==> src/rtl/data_lookahead_fifo.sv <==
// 3-entry register FIFO exposing the head beat plus a lookahead of entry 1; keep mask folded into lccnt.
// Latency 1 from push to m_out_*, all outputs registered; s_in_ready depends only on the registered count.
module data_lookahead_fifo #(
  parameter int DATA_WIDTH = 16,
  parameter int CH_COUNT   = 16,
  parameter int TAG_WIDTH  = 1,
  parameter int _CFG_WIDTH = $clog2(CH_COUNT)
) (
  input  logic                           clk,
  input  logic                           rst,
  input  logic [CH_COUNT*DATA_WIDTH-1:0] s_in_data,
  input  logic [TAG_WIDTH-1:0]           s_in_tag,
  input  logic [CH_COUNT-1:0]            s_in_keep,
  input  logic                           s_in_last,
  input  logic                           s_in_valid,
  output logic                           s_in_ready,
  output logic [CH_COUNT*DATA_WIDTH-1:0] m_out_data,
  output logic [TAG_WIDTH-1:0]           m_out_tag,
  output logic [_CFG_WIDTH-1:0]          m_out_lccnt,
  output logic                           m_out_last,
  output logic                           m_out_valid,
  input  logic                           m_out_ready,
  output logic                           m_nxt_valid,
  output logic [_CFG_WIDTH-1:0]          m_nxt_lccnt,
  output logic                           m_nxt_last,
  output logic                           err_keep
);

  localparam int DW = CH_COUNT * DATA_WIDTH;

  typedef struct packed {
    logic [DW-1:0]         data;
    logic [TAG_WIDTH-1:0]  tag;
    logic [_CFG_WIDTH-1:0] lccnt;
    logic                  last;
  } entry_t;

  entry_t                ent_q [3];
  entry_t                ent_d [3];
  logic [1:0]            count_q, count_d;
  logic                  err_keep_q, err_keep_d;
  logic                  push, pop;
  logic [1:0]            wr_idx;
  logic [_CFG_WIDTH-1:0] keep_hi;
  logic                  keep_bad;
  entry_t                in_ent;

  // Highest set keep bit; a valid mask is non-zero and of the form 2^n-1.
  always_comb begin
    keep_hi = '0;
    for (int i = 0; i < CH_COUNT; i++) begin
      if (s_in_keep[i]) keep_hi = _CFG_WIDTH'(i);
    end
    keep_bad = (s_in_keep == '0) ||
               ((s_in_keep & (s_in_keep + CH_COUNT'(1))) != '0);
  end

  always_comb begin
    in_ent.data  = s_in_data;
    in_ent.tag   = s_in_tag;
    in_ent.last  = s_in_last;
    in_ent.lccnt = s_in_last ? keep_hi : _CFG_WIDTH'(CH_COUNT - 1);
  end

  always_comb begin
    push   = s_in_valid && (count_q != 2'd3);
    pop    = m_out_ready && (count_q != 2'd0);
    wr_idx = count_q - {1'b0, pop};
    for (int i = 0; i < 3; i++) ent_d[i] = ent_q[i];
    if (pop) begin
      ent_d[0] = ent_q[1];
      ent_d[1] = ent_q[2];
    end
    // Write after the shift so a simultaneous push lands behind the surviving entries.
    if (push) ent_d[wr_idx] = in_ent;
    count_d    = count_q + {1'b0, push} - {1'b0, pop};
    err_keep_d = err_keep_q | (push & s_in_last & keep_bad);
  end

  always_ff @(posedge clk) begin
    if (rst) begin
      for (int i = 0; i < 3; i++) ent_q[i] <= '0;
      count_q    <= 2'd0;
      err_keep_q <= 1'b0;
    end else begin
      for (int i = 0; i < 3; i++) ent_q[i] <= ent_d[i];
      count_q    <= count_d;
      err_keep_q <= err_keep_d;
    end
  end

  assign s_in_ready  = (count_q != 2'd3);
  assign m_out_valid = (count_q != 2'd0);
  assign m_nxt_valid = count_q[1];
  assign m_out_data  = ent_q[0].data;
  assign m_out_tag   = ent_q[0].tag;
  assign m_out_lccnt = ent_q[0].lccnt;
  assign m_out_last  = ent_q[0].last;
  assign m_nxt_lccnt = ent_q[1].lccnt;
  assign m_nxt_last  = ent_q[1].last;
  assign err_keep    = err_keep_q;

endmodule

==> config.mk <==
export PLATFORM = sky130hd
export DESIGN_NAME = data_lookahead_fifo
export DESIGN_NICKNAME = d
export VERILOG_FILES = /design/src/rtl/data_lookahead_fifo.sv
export SDC_FILE = /design/constraint.sdc
export NUM_CORES = 2
export LEC_CHECK = 0
export ABC_AREA = 1
export CORE_MARGIN = 10
export CORE_UTILIZATION = 40
export DETAILED_ROUTE_END_ITERATION = 7
export PLACE_DENSITY = 0.61
export SKIP_LAST_GASP = 1
export SLEW_MARGIN = 20
export SYNTH_ARGS = -nofsm -noshare
export SYNTH_HDL_FRONTEND = slang
export SYNTH_SLANG_ARGS = --single-unit
==> constraint.sdc <==
create_clock -name clk -period 4.05 [get_ports clk]
set_input_delay 0.81 -clock clk [delete_from_list [all_inputs] [get_ports clk]]
set_output_delay 0.81 -clock clk [all_outputs]
set_load 0.02 [all_outputs]
==> results.txt <==
status: complete, no violations
Sw Ratio: 38.77%
critical path data required time: 4.60 ns
postcts setup bufs: 0
Avg WL per Cell: 16.15 microns
fraction of power consumed by sequential logic: 35.3%
Final period util: 71.23%
Avg Cell Area, Syn: 7.252 sq um
Detail Route met3 WL: 6335 microns
CP arrival: 3.43 ns
Worst setup EP type: flop
core area: 87160 sq um
M1 WL: 43810 microns
io pins: 549
Synth area leader: dfxtp_1
Detailed Routing Iterations Pass 1: 8
post-route antenna net violation count: 0
DRC viols: 0
worst vdd ir: 0.6944 mV
Area growth, synth to finish: 19.30%
slowest cell on the critical path: clkdlybuf4s50_1
clk_skew: 0.02983 ns
H-tree depth: 3
Placer Congestion: 0.8030
final setup fails: 0
Chip Width: 317.2 microns
Final min period: 2.885 ns
CTS resizes: 0
Synth Register Bits: 789
dpl hpwl: 63740 microns
Initial Utilization: 40.55%
die area: 100600 sq um
GRT Util Overall: 18.77%
vias in the first global route: 28240
Hold/Removal Path Class: reg2reg
Pint: 20.45 mW
Critical path origin: m_out_ready
Critical Path Fanout Max: 88
Clock Power Share: 24.7%
Clock Root Buffer: clkbuf_16
fin. max-slew vios: 0
met2 WL post-DR: 46550 microns
fill count: 8596
Switch Pwr: 12.94 mW
global-route wire length before repair: 156600 microns
Pwr Total: 33.39 mW
clock slew at reported path FFs: 0.06 ns
worst path cell trace: clkdlybuf4s50_1, nand2_8, inv_16, ha_1, inv_1, o21ai_1, a21oi_2, nand3_4, clkinv_8, buf_12, o21ai_1, a21oi_1
max_slew headroom: 20.94%
Final Hold Fails: 0
crit-path most repeated cell: o21ai_1
Fin Hold WS: 0.4532 ns
drt total wl: 99310 microns
area share of the largest cell type after synthesis: 44.70%
highest layer used for signal routing: met5
share of layout cells above drive strength 1: 4.206%
Netlist Area Pre-Place: 35340 sq um
Vias/cell: 4.952
unique cell type count in the Yosys netlist: 31
max-cap viol count: 0
cts hold-fix bufs: 0
Core Rows: 108
RSZ-0062 raised after global routing: no
clk buf depth: 3
Max Fclk: 0.3466 GHz
yosys warns: 0
CP Class: in2reg
via count: 30450
largest cells by area after synthesis: dfxtp_1 (45%), o21ai_0 (12%), a21oi_1 (8.7%), inv_1 (7.4%), nand2_1 (7.1%)
Mapped Cells: 4873
logic gate share of total power: 39.9%
LEAKAGE: 18.09 nW
DRT iter0 DRCs: 2329
Critical Path Start Type: input port
number of buffers created by CTS: 88
most frequent cells in the layout: o21ai_0 (832), dfxtp_1 (789), inv_1 (692)
grt total ovfl: 0
IO buf count: 548
Die H: 317.2 microns
CTS tree: yes
Clock Latency Late Sink: 0.63 ns
pin count of the biggest net entering global routing: 222
initial antenna violation count: 5
register area share after synthesis: 44.70%
total negative slack: 0 ns
Mapped Nets: 5154
commonest non-fill, non-tap cell in the layout: o21ai_0
reg2reg start: count_q[1]$_SDFF_PP0_
fin nets: 5203
clock sink count: 789
Largest stage delay, worst path: 0.57 ns
Worst-Margin Slew: 1.186 ns
total power per unit cell area: 792.0 nW/um^2
==> per-stage QoR <==
step	cell area, sq um	cells	setup WS [ns]	utilization [%]
after floorplan	35340	4873	1.418	-
after global placement	39150	5987	0.5565	44.92
after detailed placement	39150	5987	0.4931	44.92
after CTS	42160	6148	1.167	48.37
after global routing	42160	6149	0.8774	48.37
final	42160	6149	1.165	48.37
==> synthesized netlist by cell type <==
cell and n:
buf_1 31, inv_4 2, inv_1 693, nor3_2 1, nand2_4 2, buf_2 149, o2111ai_1 1, buf_4 315
a21oi_2 1, nor4_1 1, nand2_2 2, o211ai_1 60, a311oi_1 3, or2_2 1, buf_6 14, ha_1 3
nand3_2 1, a211oi_1 1, a31oi_1 58, o21ai_0 832, nand3_1 63, nor3_1 2, inv_2 3, nand2_1 668
xor2_1 1, nand4_1 1, o21ai_1 297, clkbuf_1 129, nor2_1 133, dfxtp_1 789, a21oi_1 616
==> metal layers <==
layer | track usage (%) | up-vias
li1 | - | 15700
met1 | 23.90 | 13880
met2 | 31.53 | 727
met3 | 4.018 | 140
met4 | 5.652 | 8
met5 | 0 | -
==> power groups by stage <==
stage | sequential (mW) | clock [mW] | combinational, mW
after floorplan | 11.6 | 0 | 10.5
after global placement | 11.9 | 0 | 13.2
after detailed placement | 11.9 | 0 | 13.4
after CTS | 11.8 | 8.46 | 13.5
after global routing | 12.1 | 8.75 | 14.9
final | 11.8 | 8.26 | 13.3
==> worst max-delay path, delay by kind of cell <==
family / cells / cell delay (ns)
buf+inv: 5 / 1.51
fa+ha+maj: 1 / 0.28
compound gates: 4 / 0.48
simple gates: 2 / 0.23
==> cells by family (layout without fill, tap and decap cells) <==
family,count (synthesis),after routing,synth area share [%]
AO/OA/AOI/OAI,1869,1869,27.16
flip-flops,789,789,44.70
buffers and inverters,1336,1456,18.38
other,0,1,0
adder cells (fa/ha/maj),3,3,0.1062
AND/OR/NAND/NOR,875,875,9.637
XOR/XNOR,1,1,0.02479
==> final timing paths <==
check / to / slack [ns] / depth (start not counted)
max: ent_q[0][351]$_SDFF_PP0_ / 1.17 / 12
min: flop / 0.45 / 2
max reg2reg: ent_q[0][351]$_SDFF_PP0_ / 1.23 / 13
min reg2reg: flop / 0.45 / 2
==> cell type report <==
type / instances / area, sq um / area share (%)
Antenna cell: 1 / 2.502 / 0.005936
Clock buffer: 117 / 2451 / 5.814
Clock inverter: 44 / 554.3 / 1.315
Inverter: 698 / 2664 / 6.318
Multi-Input combinational cell: 2748 / 13080 / 31.02
Sequential cell: 789 / 15800 / 37.47
Tap cell: 1155 / 1445 / 3.428
Timing Repair Buffer: 597 / 6170 / 14.63
No activity file was read; power rests on OpenSTA's default activity.
